--- src/rtl/master_addr_pkg.sv ---
// ----------------------------------------------------------------------------
// master_addr_pkg
// Shared definitions for the master address path. The write-side packer and
// the read-side drain both use this package.
//   - Field widths and LSB offsets of the 44-bit packed FIFO word {id, addr, len}
//   - Constant AXI size/burst values driven on every AR/AW beat
//   - addr_word_t: packed view of one FIFO word
//   - crosses_4k(): true when a burst runs past the 4KB page that holds its start
// ----------------------------------------------------------------------------
package master_addr_pkg;

    localparam int ID_WIDTH   = 4;
    localparam int ADDR_WIDTH = 32;
    localparam int LEN_WIDTH  = 8;
    localparam int FIFO_DW    = ID_WIDTH + ADDR_WIDTH + LEN_WIDTH;

    localparam int LEN_LSB  = 0;
    localparam int ADDR_LSB = LEN_LSB + LEN_WIDTH;
    localparam int ID_LSB   = ADDR_LSB + ADDR_WIDTH;

    localparam logic [2:0] AXSIZE  = 3'd2;
    localparam logic [1:0] AXBURST = 2'b01;

    typedef struct packed {
        logic [ID_WIDTH-1:0]   id;
        logic [ADDR_WIDTH-1:0] addr;
        logic [LEN_WIDTH-1:0]  len;
    } addr_word_t;

    // Page offset plus burst byte count; ending exactly on the page boundary is legal.
    function automatic logic crosses_4k(input logic [ADDR_WIDTH-1:0] addr,
                                        input logic [LEN_WIDTH-1:0]  len);
        logic [13:0] w_end;
        w_end = {2'b00, addr[11:0]} + ({5'b00000, {1'b0, len} + 9'd1} << AXSIZE);
        return (w_end > 14'd4096);
    endfunction

endpackage

--- src/rtl/master_addr_fifo_drain_buf.sv ---
// ----------------------------------------------------------------------------
// addr_prefetch_buf
// Two-entry in-order buffer sitting between the FIFO read port and the AXI
// address channel. Head/tail are 1-bit pointers; occupancy is kept explicitly.
// Ports:
//   clk, rstn        clock, synchronous active-low reset
//   i_push           write i_push_data at the tail (ignored when full and not popping)
//   i_push_data      word to store
//   i_pop            retire the head entry (ignored when empty)
//   o_occ            entries held, 0..2
//   o_head_data      oldest entry (all zero after reset)
// ----------------------------------------------------------------------------
module addr_prefetch_buf
    import master_addr_pkg::*;
#(
    parameter int DW = FIFO_DW
) (
    input  logic          clk,
    input  logic          rstn,
    input  logic          i_push,
    input  logic [DW-1:0] i_push_data,
    input  logic          i_pop,
    output logic [1:0]    o_occ,
    output logic [DW-1:0] o_head_data
);

    logic [DW-1:0] r_mem [2];
    logic          r_head;
    logic          r_tail;
    logic [1:0]    r_occ;
    logic          w_pop_ok;
    logic          w_push_ok;

    assign w_pop_ok  = i_pop & (r_occ != 2'd0);
    // A pop in the same cycle frees the slot the push needs.
    assign w_push_ok = i_push & ((r_occ != 2'd2) | w_pop_ok);

    always_ff @(posedge clk) begin
        if (!rstn) begin
            for (int i = 0; i < 2; i++) begin
                r_mem[i] <= '0;
            end
            r_head <= 1'b0;
            r_tail <= 1'b0;
            r_occ  <= 2'd0;
        end else begin
            if (w_push_ok) begin
                r_mem[r_tail] <= i_push_data;
                r_tail        <= ~r_tail;
            end
            if (w_pop_ok) begin
                r_head <= ~r_head;
            end
            case ({w_push_ok, w_pop_ok})
                2'b10:   r_occ <= r_occ + 2'd1;
                2'b01:   r_occ <= r_occ - 2'd1;
                default: r_occ <= r_occ;
            endcase
        end
    end

    assign o_occ       = r_occ;
    assign o_head_data = r_mem[r_head];

endmodule

--- src/rtl/master_addr_fifo_drain.sv ---
// ----------------------------------------------------------------------------
// master_addr_fifo_drain
// Read-side consumer of the master address FIFO. Pops packed {id, addr, len}
// words and presents them on an AXI4 AR/AW channel. A 2-entry prefetch buffer
// hides the FIFO's 1-cycle read latency so one beat per cycle is sustained
// while m_axready stays high.
// Ports:
//   clk, rstn        single clock, synchronous active-low reset
//   fifo_rd_en       FIFO pop request (data returns one cycle later)
//   fifo_rd_data     FIFO read data, valid the cycle after fifo_rd_en
//   fifo_rd_empty    FIFO empty flag
//   m_axid/addr/len  head-entry payload
//   m_axsize/burst   constant size / INCR burst
//   m_axvalid/ready  AXI address handshake
//   idle             buffer empty and no read in flight
//   err_4k           sticky 4KB-crossing flag
// Build option: define MASTER_ADDR_4K_CHK_EN to build the 4KB-crossing check;
// otherwise err_4k is tied low.
// ----------------------------------------------------------------------------
module master_addr_fifo_drain
    import master_addr_pkg::*;
(
    input  logic                  clk,
    input  logic                  rstn,
    output logic                  fifo_rd_en,
    input  logic [FIFO_DW-1:0]    fifo_rd_data,
    input  logic                  fifo_rd_empty,
    output logic [ID_WIDTH-1:0]   m_axid,
    output logic [ADDR_WIDTH-1:0] m_axaddr,
    output logic [LEN_WIDTH-1:0]  m_axlen,
    output logic [2:0]            m_axsize,
    output logic [1:0]            m_axburst,
    output logic                  m_axvalid,
    input  logic                  m_axready,
    output logic                  idle,
    output logic                  err_4k
);

    logic               r_pend;
    logic [1:0]         w_occ;
    logic [FIFO_DW-1:0] w_head_data;
    logic               w_pop;
    logic [2:0]         w_committed;

    assign m_axvalid = (w_occ != 2'd0);
    assign w_pop     = m_axvalid & m_axready;

    // Slots already spoken for after this edge: held entries plus the word in
    // flight, minus the one leaving now. A new read is only issued when that
    // leaves room, which makes buffer overflow impossible.
    assign w_committed = {1'b0, w_occ} + {2'b00, r_pend} - {2'b00, w_pop};
    assign fifo_rd_en  = rstn & ~fifo_rd_empty & (w_committed < 3'd2);

    always_ff @(posedge clk) begin
        if (!rstn) begin
            r_pend <= 1'b0;
        end else begin
            r_pend <= fifo_rd_en;
        end
    end

    addr_prefetch_buf #(
        .DW (FIFO_DW)
    ) u_buf (
        .clk         (clk),
        .rstn        (rstn),
        .i_push      (r_pend),
        .i_push_data (fifo_rd_data),
        .i_pop       (w_pop),
        .o_occ       (w_occ),
        .o_head_data (w_head_data)
    );

    assign m_axid    = w_head_data[ID_LSB   +: ID_WIDTH];
    assign m_axaddr  = w_head_data[ADDR_LSB +: ADDR_WIDTH];
    assign m_axlen   = w_head_data[LEN_LSB  +: LEN_WIDTH];
    assign m_axsize  = AXSIZE;
    assign m_axburst = AXBURST;
    assign idle      = (w_occ == 2'd0) & ~r_pend;

`ifdef MASTER_ADDR_4K_CHK_EN
    logic r_err_4k;

    // Flag only; the offending transaction is still issued unchanged.
    always_ff @(posedge clk) begin
        if (!rstn) begin
            r_err_4k <= 1'b0;
        end else if (w_pop && crosses_4k(m_axaddr, m_axlen)) begin
            r_err_4k <= 1'b1;
        end
    end

    assign err_4k = r_err_4k;
`else
    assign err_4k = 1'b0;
`endif

    // A word arriving while full with nothing leaving would be lost.
    a_no_overflow : assert property (@(posedge clk) disable iff (!rstn)
        !((w_occ == 2'd2) && r_pend && !w_pop));

endmodule

--- config.mk ---
export PLATFORM = sky130hd
export DESIGN_NAME = master_addr_fifo_drain
export DESIGN_NICKNAME = d
export VERILOG_FILES = /design/src/rtl/master_addr_pkg.sv /design/src/rtl/master_addr_fifo_drain_buf.sv /design/src/rtl/master_addr_fifo_drain.sv
export SDC_FILE = /design/constraint.sdc
export NUM_CORES = 1
export LEC_CHECK = 0
export CAP_MARGIN = 0
export CORE_MARGIN = 1
export CORE_UTILIZATION = 40
export DETAILED_ROUTE_END_ITERATION = 6
export HOLD_SLACK_MARGIN = 0.05
export PLACE_DENSITY = 0.69
export SETUP_SLACK_MARGIN = 0.05
export SYNTH_ARGS = -nofsm -noshare
export SYNTH_HDL_FRONTEND = slang
export SYNTH_SLANG_ARGS = --single-unit
export TNS_END_PERCENT = 10
--- constraint.sdc ---
create_clock -name clk -period 3.2 [get_ports clk]
set_input_delay 0.64 -clock clk [delete_from_list [all_inputs] [get_ports clk]]
set_output_delay 0.64 -clock clk [all_outputs]
set_load 0.01 [all_outputs]
==> flow_results.xml <==
<?xml version="1.0" encoding="UTF-8"?>
<metrics>
  <group name="run_status">
    <metric name="outcome" unit="">completed</metric>
  </group>
  <group name="critical_path">
    <metric name="crit_chain" unit="">dlygate4sd2_1 -&gt; o21a_1 -&gt; ha_1 -&gt; nand2b_4 -&gt; fa_2 -&gt; nand2_1 -&gt; nor3_1 -&gt; buf_2</metric>
    <metric name="arrival" unit="ns">2.37</metric>
    <metric name="cp_slowest_cell" unit="">sky130_fd_sc_hd__fa_2</metric>
    <metric name="worst-path-max-fanout" unit="">2</metric>
    <metric name="r2r_slack" unit="ns">1.10</metric>
    <metric name="kind_of_start_point_of_the_critical_path" unit="">input port</metric>
    <metric name="worstPathRequired" unit="ns">2.56</metric>
    <metric name="timing.rr.end" unit="">u_buf.r_mem[0][13]</metric>
    <metric name="r2r_start" unit="">u_buf.o_occ[1]</metric>
    <metric name="r2r.worst_path.cells" unit="">4</metric>
    <metric name="max_stage_delay" unit="ns">0.52</metric>
    <metric name="crit_path_end_kind" unit="">output port</metric>
    <metric name="critical_path.startpoint" unit="">m_axready</metric>
    <metric name="path_class" unit="">input port to output port</metric>
    <metric name="critPathCapture" unit="">fifo_rd_en</metric>
  </group>
  <group name="finish">
    <metric name="layout_common_cells" unit="">sky130_fd_sc_hd__clkdlybuf4s50_1 (92), sky130_fd_sc_hd__and2_1 (90), sky130_fd_sc_hd__edfxtp_1 (88)</metric>
    <metric name="post_route_cells_drive_above_1_share" unit="%">18.1</metric>
    <metric name="diodes" unit="">0</metric>
    <metric name="final_cells" unit="">517</metric>
    <metric name="syn2layout_area_growth" unit="%">29.8</metric>
    <metric name="layout.core_utilization" unit="%">53.2</metric>
    <metric name="final_common_cell" unit="">sky130_fd_sc_hd__clkdlybuf4s50_1</metric>
    <metric name="layout.nets" unit="">427</metric>
    <metric name="fin_area" unit="um^2">5470</metric>
    <metric name="final_layout_fill_cell_count" unit="">922</metric>
  </group>
  <group name="placement">
    <metric name="dpl-instance-area" unit="um^2">5270</metric>
    <metric name="gp_routability_congestion" unit="">0.706</metric>
    <metric name="detailed_place_hpwl" unit="um">5000</metric>
    <metric name="portBuffers" unit="">94</metric>
    <metric name="dp_cells" unit="">500</metric>
  </group>
  <group name="floorplanning">
    <metric name="initial_core_util" unit="%">41.0</metric>
    <metric name="core_area" unit="um^2">10300</metric>
    <metric name="io_pins" unit="">101</metric>
    <metric name="die_width" unit="um">105</metric>
    <metric name="floorplan.rows" unit="">37</metric>
    <metric name="floorplan.die.height" unit="um">105</metric>
    <metric name="fp.dieArea" unit="um^2">10900</metric>
  </group>
  <group name="synthesis">
    <metric name="number_of_enable_type_register_cells_in_the_synthesized_netlist" unit="">88</metric>
    <metric name="yosys_warnings" unit="">0</metric>
    <metric name="synth_area" unit="um^2">4210</metric>
    <metric name="ys_seq_elements" unit="">94</metric>
    <metric name="post_synth_inst_count" unit="">278</metric>
    <metric name="yosysSeqAreaShare" unit="%">65.6</metric>
    <metric name="syn_avg_cell_area" unit="um^2">15.2</metric>
    <metric name="synthDistinctLibCells" unit="">30</metric>
    <metric name="synthArstFlopShare" unit="%">0</metric>
    <metric name="synth-main-ff-cell" unit="">sky130_fd_sc_hd__edfxtp_1</metric>
  </group>
  <group name="timing">
    <metric name="grt_setup_unrepaired" unit="">no</metric>
    <metric name="clock-skew-final" unit="ns">0.00595</metric>
    <metric name="fin_crit_sh" unit="%">94.2</metric>
    <metric name="slew_headroom" unit="%">49.7</metric>
    <metric name="finalCriticalPeriod" unit="ns">3.01</metric>
    <metric name="max_freq" unit="MHz">332</metric>
    <metric name="finalSetupViolCount" unit="">0</metric>
    <metric name="worst-slew-pin-transition" unit="ns">0.755</metric>
    <metric name="slew_violations" unit="">0</metric>
    <metric name="hold_violation_total_from_the_final_report" unit="">0</metric>
  </group>
  <group name="route">
    <metric name="detail_route.iter0.violations" unit="">74</metric>
    <metric name="route.final.wire_length" unit="um">7860</metric>
    <metric name="m1WireLength" unit="um">3470</metric>
    <metric name="drt_drc_violations_left" unit="">0</metric>
    <metric name="wl_met3" unit="um">413</metric>
    <metric name="detailroute.via_count" unit="">2440</metric>
    <metric name="routed_wire_length_per_instance" unit="um">15.2</metric>
    <metric name="met2WireLength" unit="um">3840</metric>
    <metric name="drt-vias-per-instance" unit="">4.72</metric>
    <metric name="drt_pass1_iterations" unit="">4</metric>
    <metric name="postRouteAntennaNets" unit="">0</metric>
    <metric name="highest-signal-layer" unit="">met4</metric>
  </group>
  <group name="power_and_ir_drop">
    <metric name="totalPowerFinal" unit="uW">3790</metric>
    <metric name="p_leak" unit="uW">0.00205</metric>
    <metric name="ir_drop" unit="V">0.000354</metric>
    <metric name="power.density_cell_area" unit="nW/um^2">693</metric>
  </group>
  <group name="global_routing">
    <metric name="grt_first_pass_wirelength" unit="um">12600</metric>
    <metric name="grt_usage" unit="%">15.2</metric>
    <metric name="grt_max_degree" unit="">29</metric>
    <metric name="grt_antenna_before_repair" unit="">0</metric>
    <metric name="grt_overflow_total" unit="">0</metric>
    <metric name="grt_pass1_vias" unit="">2548</metric>
  </group>
  <group name="clocking">
    <metric name="clock_sinks" unit="">94</metric>
    <metric name="htree_levels" unit="">3</metric>
    <metric name="clkTransAtPathRegs" unit="ns">0.09</metric>
    <metric name="hold_buffers" unit="">0</metric>
    <metric name="worstSkewPairLatency" unit="ns">0.35</metric>
    <metric name="total_cts_buffers" unit="">9</metric>
    <metric name="clock_tree.root_cell" unit="">sky130_fd_sc_hd__clkbuf_8</metric>
    <metric name="ctsLongestPathBuffers" unit="">2</metric>
    <metric name="cts_tree" unit="">done</metric>
  </group>
  <group name="flow_run">
    <metric name="max_cap_violations" unit="">0</metric>
  </group>
  <group name="min_path">
    <metric name="hold_path_class" unit="">flip-flop to flip-flop</metric>
  </group>
</metrics>
## synthesized netlist by cell type (all sizes together), types with 2 or more instances
| library cell | count | area, um^2 |
|---|---|---|
| nor3 | 2 | 10.0 |
| dfxtp | 6 | 120 |
| conb | 2 | 7.51 |
| xnor2 | 3 | 26.3 |
| nand2 | 2 | 7.51 |
| mux2 | 44 | 495 |
| nor2b | 2 | 12.5 |
| ha | 2 | 25.0 |
| nand2b | 2 | 12.5 |
| edfxtp | 88 | 2640 |
| o21ai | 2 | 10.0 |
| buf | 20 | 178 |
| and2 | 90 | 563 |
## how the worst min path moves through the flow
stage,start,end,cells past startpoint
global route,u_buf.r_head,u_buf.r_head,2
floorplan,u_buf.r_head,flip-flop,2
detailed placement,u_buf.r_head,flip-flop,2
CTS,u_buf.r_head,u_buf.r_head,2
global placement,u_buf.r_head,u_buf.r_head,2
finish,u_buf.r_head,u_buf.r_head,2
## report_power, final
group          switching [uW]  total [uW]  leakage (uW)  internal, uW
sequential                106        1700      0.000968          1600
combinational             549        1330      0.000991           779
clock                     402         761     0.0000915           359
total                    1060        3790       0.00205          2730
## flip-flops by register name, indices dropped and copies added (netlist names), named ones only
signal / flops
u_buf.r_mem: 88
u_buf.r_head: 1
u_buf.r_tail: 1
r_pend: 1
u_buf.o_occ: 2
## layout make-up
cell class                      instances  area (um^2)  area share (%)
Clock buffer                           10          128            2.33
Clock inverter                          6         62.6            1.14
Inverter                                1         3.75          0.0687
Multi-Input combinational cell        166         1300            23.8
Sequential cell                        94         2760            50.6
Tap cell                              136          170            3.11
Timing Repair Buffer                  104         1030            18.9
## through the flow
stage / hold slack, ns / setup slack, ns / TNS [ns]
3_3_place_gp: 0.525 / -0.330 / -0.330
2_1_floorplan: 0.504 / 0.455 / 0
4_1_cts: 0.553 / 0.201 / 0
6_report: 0.552 / 0.186 / 0
5_1_grt: 0.588 / 0.0690 / 0
3_5_place_dp: 0.530 / -0.352 / -0.352
## layer usage
| metal | GRT usage (%) | vias up |
|---|---|---|
| li1 | - | 1155 |
| met5 | 0 | - |
| met3 | 3.31 | 11 |
| met1 | 18.8 | 1195 |
| met4 | 7.75 | 0 |
| met2 | 24.9 | 79 |
## cells by family (layout without fill, tap and decap cells)
group                      after synthesis  after routing  synth area share (%)
buffers and inverters                   22            121                  4.40
muxes                                   44             44                  11.8
and+or+nand+nor                        104            104                  15.4
other                                    2              6                 0.178
adders and majority gates                3              3                  1.07
DFF                                     94             94                  65.6
AOI/OAI and AO/OA                        5              5                 0.772
xor gates and xnor gates                 4              4                 0.832
## critical path, delay by kind of cell
kind | cells | cell delay, ns
AO/OA/AOI/OAI | 1 | 0.13
adder cells (fa/ha/maj) | 2 | 0.82
buffers and inverters | 2 | 0.39
AND/OR/NAND/NOR | 3 | 0.40
## what timing repair did
action                     4_1_cts  5_1_grt
setup buffers                    1        0
setup endpoints to repair        1        0
gates resized for setup          7        0
Power figures use the tool's default switching activity.
